## src/rtl/fpcvt_pkg.sv

```systemverilog
// Shared types and constants for the fpcvt datapath and its arbiter.
// fp8_t packs sign, 3-bit exponent and 4-bit fraction.
package fpcvt_pkg;

  localparam int FP_D_W = 12;
  localparam int FP_E_W = 3;
  localparam int FP_F_W = 4;

  typedef struct packed {
    logic              s;
    logic [FP_E_W-1:0] e;
    logic [FP_F_W-1:0] f;
  } fp8_t;

  localparam fp8_t FP8_POS_SAT = 8'b0_111_1111;
  localparam fp8_t FP8_NEG_SAT = 8'b1_111_1111;

endpackage

```

## src/rtl/fpcvt.sv

```systemverilog
// Combinational 12-bit two's-complement to S/E/F converter.
// Value ~= F * 2^E, round-to-nearest, saturating at E=7/F=15.
module fpcvt
  import fpcvt_pkg::*;
(
  input  logic [FP_D_W-1:0] d,
  output logic              s,
  output logic [FP_E_W-1:0] e,
  output logic [FP_F_W-1:0] f
);

  logic [FP_D_W-1:0] mag;
  logic [3:0]        msb;
  logic [3:0]        ex;
  logic [3:0]        fr;
  logic              rb;
  logic [4:0]        sum;
  fp8_t              res;

  always_comb begin
    mag = d[11] ? (~d + 12'd1) : d;
    msb = '0;
    for (int i = 0; i < 11; i++) begin
      if (mag[i]) msb = 4'(i);
    end
    ex  = (msb < 4'd4) ? 4'd0 : msb - 4'd3;
    fr  = 4'(mag >> ex);
    rb  = (ex != 4'd0) ? mag[ex - 4'd1] : 1'b0;
    sum = {1'b0, fr} + {4'b0, rb};
    if (sum[4]) begin
      fr = 4'b1000;
      ex = ex + 4'd1;
    end else begin
      fr = sum[3:0];
    end
    res = '{s: d[11], e: ex[2:0], f: fr};
    // -2048 has no positive magnitude; it and exponent overflow clamp
    if (mag[11] || ex > 4'd7)
      res = d[11] ? FP8_NEG_SAT : FP8_POS_SAT;
  end

  assign s = res.s;
  assign e = res.e;
  assign f = res.f;

endmodule

```

## src/rtl/rr_arbiter.sv

```systemverilog
// Round-robin arbiter: searches upward from ptr, wraps modulo N.
// ptr advances past the winner only when a grant is issued.
module rr_arbiter #(
  parameter  int N  = 4,
  localparam int PW = $clog2(N)
) (
  input  logic          clk,
  input  logic          rst,
  input  logic [N-1:0]  req,
  input  logic          en,
  output logic [N-1:0]  grant,
  output logic [PW-1:0] ptr
);

  logic [PW-1:0] idx;
  logic [PW-1:0] nxt;
  logic          found;

  always_comb begin
    grant = '0;
    nxt   = ptr;
    found = 1'b0;
    idx   = '0;
    for (int k = 0; k < N; k++) begin
      idx = PW'((int'(ptr) + k) % N);
      if (!found && req[idx]) begin
        found      = 1'b1;
        grant[idx] = en;
        nxt        = PW'((int'(idx) + 1) % N);
      end
    end
  end

  always_ff @(posedge clk) begin
    if (rst)
      ptr <= '0;
    else if (en && |req)
      ptr <= nxt;
  end

endmodule

```

## src/rtl/fpcvt_arbiter.sv

```systemverilog
// N_REQ requesters share one fpcvt through a 2-stage valid/ready pipe.
// Optional FPCVT_ARB_STATS_EN adds conv_count/sat_count outputs.
module fpcvt_arbiter
  import fpcvt_pkg::*;
#(
  parameter  int N_REQ = 4,
  localparam int ID_W  = $clog2(N_REQ)
) (
  input  logic                    clk,
  input  logic                    rst,
  input  logic [N_REQ-1:0]        req_valid,
  input  logic [FP_D_W*N_REQ-1:0] req_data,
  output logic [N_REQ-1:0]        req_ready,
  output logic                    out_valid,
  input  logic                    out_ready,
  output logic [ID_W-1:0]         out_id,
  output logic                    out_s,
  output logic [FP_E_W-1:0]       out_e,
  output logic [FP_F_W-1:0]       out_f
`ifdef FPCVT_ARB_STATS_EN
  ,
  output logic [15:0]             conv_count,
  output logic [15:0]             sat_count
`endif
);

  logic              a_valid;
  logic [FP_D_W-1:0] a_data;
  logic [ID_W-1:0]   a_id;
  logic              b_load;
  logic              a_free;
  logic              arb_en;
  logic              accept;
  logic [N_REQ-1:0]  grant;
  logic [ID_W-1:0]   rr_ptr;
  logic [ID_W-1:0]   g_id;
  logic [FP_D_W-1:0] g_data;
  fp8_t              conv;
  fp8_t              b_q;

  assign b_load = a_valid & (!out_valid | out_ready);
  assign a_free = !a_valid | b_load;
  assign arb_en = a_free & !rst;
  assign accept = |grant;

  assign req_ready = grant;

  rr_arbiter #(.N(N_REQ)) u_arb (
    .clk   (clk),
    .rst   (rst),
    .req   (req_valid),
    .en    (arb_en),
    .grant (grant),
    .ptr   (rr_ptr)
  );

  always_comb begin
    g_id   = '0;
    g_data = '0;
    for (int i = 0; i < N_REQ; i++) begin
      if (grant[i]) begin
        g_id   = ID_W'(i);
        g_data = req_data[FP_D_W*i +: FP_D_W];
      end
    end
  end

  fpcvt u_cvt (
    .d (a_data),
    .s (conv.s),
    .e (conv.e),
    .f (conv.f)
  );

  always_ff @(posedge clk) begin
    if (rst) begin
      a_valid <= 1'b0;
      a_data  <= '0;
      a_id    <= '0;
    end else if (accept) begin
      a_valid <= 1'b1;
      a_data  <= g_data;
      a_id    <= g_id;
    end else if (b_load) begin
      a_valid <= 1'b0;
    end
  end

  // B only changes on load or drain, so it holds under backpressure
  always_ff @(posedge clk) begin
    if (rst) begin
      out_valid <= 1'b0;
      out_id    <= '0;
      b_q       <= '0;
    end else if (b_load) begin
      out_valid <= 1'b1;
      out_id    <= a_id;
      b_q       <= conv;
    end else if (out_ready) begin
      out_valid <= 1'b0;
    end
  end

  assign out_s = b_q.s;
  assign out_e = b_q.e;
  assign out_f = b_q.f;

`ifdef FPCVT_ARB_STATS_EN
  logic hs;
  logic is_sat;

  assign hs     = out_valid & out_ready;
  assign is_sat = (b_q.e == 3'b111) && (b_q.f == 4'b1111);

  always_ff @(posedge clk) begin
    if (rst) begin
      conv_count <= '0;
      sat_count  <= '0;
    end else if (hs) begin
      if (conv_count != 16'hFFFF)
        conv_count <= conv_count + 16'd1;
      if (is_sat && sat_count != 16'hFFFF)
        sat_count <= sat_count + 16'd1;
    end
  end
`endif

endmodule
```

## config.mk

```make
export PLATFORM = sky130hd
export DESIGN_NAME = fpcvt_arbiter
export DESIGN_NICKNAME = d
export VERILOG_FILES = /design/src/rtl/fpcvt_pkg.sv /design/src/rtl/fpcvt.sv /design/src/rtl/rr_arbiter.sv /design/src/rtl/fpcvt_arbiter.sv
export SDC_FILE = /design/constraint.sdc
export NUM_CORES = 1
export LEC_CHECK = 0
export CORE_MARGIN = 1
export CORE_UTILIZATION = 53
export CTS_BUF_LIST = sky130_fd_sc_hd__clkbuf_4 sky130_fd_sc_hd__clkbuf_8
export DETAILED_ROUTE_END_ITERATION = 8
export PLACE_DENSITY = 0.95
export SYNTH_ARGS = -nofsm -noshare
export SYNTH_HDL_FRONTEND = slang
export SYNTH_SLANG_ARGS = --single-unit
```

## constraint.sdc

```tcl
create_clock -name clk -period 7.07 [get_ports clk]
set_clock_uncertainty 0.15 [all_clocks]
set_input_delay 1.414 -clock clk [delete_from_list [all_inputs] [get_ports clk]]
set_output_delay 1.414 -clock clk [all_outputs]
set_load 0.02 [all_outputs]
```

==> results of run 1 <==
## state kept, by name (all words and copies together) (netlist names)
register / count
out_s: 1
out_valid: 1
out_e: 3
out_f: 4
out_id: 2
a_data: 12
a_id: 2
a_valid: 1
u_arb.ptr: 2
## per-stage QoR
step / hold slack, ns / std cells / util / setup WS (ns)
global route: 0.339 / 522 / 0.695 / 0.460
detailed placement: 0.304 / 518 / 0.682 / 0.711
floorplan: 0.282 / 402 / - / 1.72
global placement: 0.301 / 518 / 0.682 / 0.881
finish: 0.313 / 522 / 0.695 / 0.643
CTS: 0.317 / 522 / 0.695 / 0.708
## path summary, 6_finish.rpt
path                              startpoint  slack [ns]  depth (start not counted)            to
worst max-delay path            req_valid[3]        0.64                          8  req_ready[3]
worst min-delay path               out_id[1]        0.31                          2     out_id[1]
worst max register to register     a_data[0]        0.92                         20      out_e[0]
worst min register to register     out_id[1]        0.31                          2     out_id[1]
## cells in the mapped netlist (all sizes together) (13+ instances only)
master / instances
clkbuf: 20
a211oi: 19
a221oi: 14
nor3: 13
o21ai: 20
nor2: 56
a21oi: 28
o21bai: 13
dfxtp: 28
nand2: 29
inv: 15
## logic make-up (layout without fill, tap and decap cells)
| group | Yosys count | in the layout | synth area share |
|---|---|---|---|
| compound gates | 146 | 146 | 0.358 |
| xor+xnor | 12 | 12 | 0.0470 |
| fa+ha+maj | 10 | 10 | 0.0402 |
| buf+inv | 46 | 94 | 0.0603 |
| flops | 28 | 28 | 0.180 |
| mux | 13 | 13 | 0.0623 |
| simple gates | 147 | 147 | 0.252 |
## cell type report
cell class	instances	area [um^2]
multi-input cells	328	2360
inverters	16	60.1
well taps	72	90.1
repair buffers	74	728
clock buffers	3	41.3
flip-flops and latches	28	561
clock inverters	1	30.0
fillers	426	1700
## critical path, stage by stage
cell	delay (ns)
clkdlybuf4s50_1	0.46
mux4_2	0.63
nor4b_1	0.73
nand2_1	0.11
o211ai_1	0.11
nand2_1	0.28
inv_1	0.45
clkdlybuf4s50_1	0.69
## routing by layer
layer	vias to the layer above	track usage	routed length [um]
li1	1629	-	-
met1	1580	0.373	3560
met2	201	0.481	4190
met3	20	0.0233	643
met4	0	0.0870	170
met5	-	0	0
==> metrics.yaml, run 1 <==
status: "complete, no violations"
start_kind: "input port"
worst_pin_slew_ns: 1.05
vias: 3430
cts_buffer_depth: 2
avgViaCountPerCell: 6.57
ioPinCount: 70
start_util: 0.558
area_delta_synth_final_pct: 24.5
place_area_um2: 3800
async_flop_share: 0
syn-cell-area_um2: 3110
crit_fanout: 16
cts.hold.buffers_added: 0
ys_seq_area_frac: 0.180
cp.required_ns: 5.51
wirelength_mm: 8.56
gr-usage-all-layers: 0.281
clock_sinks: 28
synth_edf_count: 0
setup_viol: 0
rsz0062_at_grt: "false"
drc: 0
root_buffer: "clkbuf_8"
place_hpwl_mm: 6.68
synthDistinctLibCells: 77
syn_avg_cell_area_um2: 7.74
crit_arrival_ns: 4.86
clk_latency_ns: 0.28
ant_nets: 0
ys_seq_elements: 28
end_kind: "output pin"
final_cell_area_um2: 3870
grt_max_degree: 30
grt-ovfl-total: 0
antenna_found_initial: 0
die_h_um: 78.6
grt_pass1_vias: 3109
dr.pass1.iters: 5
die_area_um2: 6180
htree_levels: 1
drv_cap: 0
portBuffers: 69
synthCells: 402
hold_violations: 0
cts_buffers: 3
clk_pin_slew_worst_paths_ns: 0.09
min_path_type: "reg2reg"
drt_iter0_markers: 293
synthFlopType: "dfxtp_1"
die_w_um: 78.6
slew-limit-headroom: 0.296
grt_pass1_wl_mm: 14.2
rows: 27
path_class: "in2out"
mostFrequentLayoutCells: "69 x clkdlybuf4s50_1, 53 x nor2_1, 29 x nand2_1"
cts_resized: 0
diodes: 0
synth_fp_nets: 467
place.gp.congestion: 0.952
fin_crit_ns: 6.43
layout-drive-gt1-share: 0.102
tns_ns: 0
fin_crit_sh: 0.909
cts_tree: "yes"
clock.fmax_mhz: 156
synth_top_area_frac: 0.180
synth_area_leaders: "dfxtp_1 18%, nor2_1 6.4%, a211oi_1 4.6%"
nNetsFinal: 516
postCtsSetupRepairBufs: 0
drv_slew: 0
wire_per_inst_um: 16.4
layout_commonest_cell: "clkdlybuf4s50_1"
yosysTopAreaCell: "dfxtp_1"
core_area_um2: 5570
ys_warn_count: 0
Power of run 1 is not shown: default switching activity piles up to over one toggle a cycle in this logic, so the estimate is an artifact.
==> inputs of run 2 (changes only) <==
- SLEW_MARGIN: default -> 40
==> metrics.yaml, run 2 (synthesized netlist as in run 1, its figures left out) <==
cp_slowest_cell: "nor4b_1"  # unchanged
antenna_found_initial: 0  # unchanged
drc: 0  # unchanged
hold_violations: 0  # unchanged
grt_max_degree: 30  # unchanged
grt_pass1_wl_mm: 14.6  # was 14.2 mm
rsz0062_at_grt: "false"  # unchanged
rr_startpoint: "a_data[0]"  # unchanged
rr_endpoint: "out_e[0]"  # unchanged
wire_per_inst_um: 16.7  # was 16.4 um
cts_buffer_depth: 2  # unchanged
avgViaCountPerCell: 6.61  # was 6.57
clk_latency_ns: 0.27  # was 0.28 ns
regMostFlops: "a_data"  # unchanged
grt_pass1_vias: 3137  # was 3109
ioPinCount: 70  # unchanged
path_class: "in2out"  # unchanged
clock.fmax_mhz: 155  # was 156 MHz
fin_crit_ns: 6.45  # was 6.43 ns
diodes: 0  # unchanged
root_buffer: "clkbuf_8"  # unchanged
dp.cells: 518  # unchanged
layout-drive-gt1-share: 0.107  # was 0.102
reg2reg_setup_slack_ns: 0.82  # was 0.92 ns
drt_iter0_markers: 349  # was 293
vias: 3450  # was 3430
mostFrequentLayoutCells: "69 x clkdlybuf4s50_1, 53 x nor2_1, 29 x nand2_1"  # unchanged
clock_sinks: 28  # unchanged
max_stage_delay_ns: 0.72  # was 0.73 ns
setup_viol: 0  # unchanged
status: "complete, no violations"  # unchanged
drv_slew: 0  # unchanged
gr-usage-all-layers: 0.290  # was 0.281
fillers: 428  # was 426
crit_chain: "clkdlybuf4s50_1 > mux4_2 > nor4b_1 > nand2_1 > o211ai_1 > nand2_1 > inv_1 > clkdlybuf4s50_1"  # unchanged
largest_reg_flops: 12  # unchanged
rows: 27  # unchanged
layoutNonFillerInstCount: 522  # unchanged
end_kind: "output pin"  # unchanged
tns_ns: 0  # unchanged
htree_levels: 1  # unchanged
core_area_um2: 5570  # unchanged
wirelength_mm: 8.72  # was 8.56 mm
crit_buf_inv: 3  # unchanged
die_area_um2: 6180  # unchanged
fin_crit_sh: 0.912  # was 0.909
portBuffers: 69  # unchanged
cts_buffers: 3  # unchanged
clk_pin_slew_worst_paths_ns: 0.09  # about the same
rr_worst_depth: 20  # unchanged
place.gp.congestion: 0.952  # unchanged
crit_fanout: 16  # unchanged
dr.pass1.iters: 5  # unchanged
drv_cap: 0  # unchanged
die_h_um: 78.6  # unchanged
min_path_type: "reg2reg"  # unchanged
start_util: 0.558  # unchanged
hold_end: "out_id[1]"  # unchanged
postCtsSetupRepairBufs: 0  # unchanged
crit_arrival_ns: 4.89  # was 4.86 ns
cp_top_family: "buffers and inverters"  # unchanged
worst_pin_slew_ns: 0.764  # was 1.05 ns
start_kind: "input port"  # unchanged
cts_resized: 0  # unchanged
grt-ovfl-total: 0  # unchanged
cp.required_ns: 5.51  # about the same
place_hpwl_mm: 6.74  # was 6.68 mm
whs_path_depth: 2  # unchanged
slew-limit-headroom: 0.483  # was 0.296
layout_commonest_cell: "clkdlybuf4s50_1"  # unchanged
die_w_um: 78.6  # unchanged
cts_tree: "yes"  # unchanged
area_delta_synth_final_pct: 24.7  # was 24.5%
ant_nets: 0  # unchanged
cts.hold.buffers_added: 0  # unchanged
nNetsFinal: 516  # unchanged
min_from: "out_id[1]"  # unchanged
-- run 2: area by class of cell --
class | count | area, um^2 | area share
clock inverter | 1 | 30.0 | 0.00774
multi-input combinational | 328 | 2370 | 0.611
timing repair buffer | 74 | 728 | 0.188
sequential | 28 | 561 | 0.144
clock buffer | 3 | 41.3 | 0.0106
inverter | 16 | 60.1 | 0.0155
tap | 72 | 90.1 | 0.0232
-- run 2: per-stage QoR --
| stage | cell area (um^2) | hold slack [ns] | util | setup WS (ns) |
|---|---|---|---|---|
| finish | 3880 | 0.314 | 0.696 | 0.619 |
| global route | 3880 | 0.334 | 0.696 | 0.381 |
| CTS | 3880 | 0.317 | 0.696 | 0.670 |
| detailed placement | 3810 | 0.304 | 0.683 | 0.675 |
| global placement | 3800 | 0.301 | 0.682 | 0.881 |
| floorplan | 3110 | 0.282 | - | 1.72 |
-- run 2: worst max path at each step --
stage                   endpoint  cells past startpoint  slack, ns         start
floorplan               out_e[0]                     23       1.72     a_data[0]
global placement    req_ready[3]                      8       0.88  req_valid[3]
detailed placement  req_ready[3]                      8       0.67  req_valid[3]
CTS                 req_ready[3]                      8       0.67  req_valid[3]
global route            out_e[0]                     20       0.38     a_data[0]
finish              req_ready[3]                      8       0.62  req_valid[3]
-- run 2: routing by layer --
metal	wire, um	up-vias	track usage	part of all wire
met2	4340	205	0.500	0.50
li1	-	1625	-	-
met5	0	-	0	0
met3	665	19	0.0198	0.076
met1	3570	1601	0.385	0.41
met4	140	0	0.0815	0.016
-- run 2: tightest hold or removal path: cells and delay by family (launching register included) --
| kind | cells | cell delay (ns) |
|---|---|---|
| AO/OA/AOI/OAI | 1 | 0.05 |
| flip-flops | 1 | 0.32 |
| AND/OR/NAND/NOR | 1 | 0.05 |
Power of run 2 is left out for the same reason.
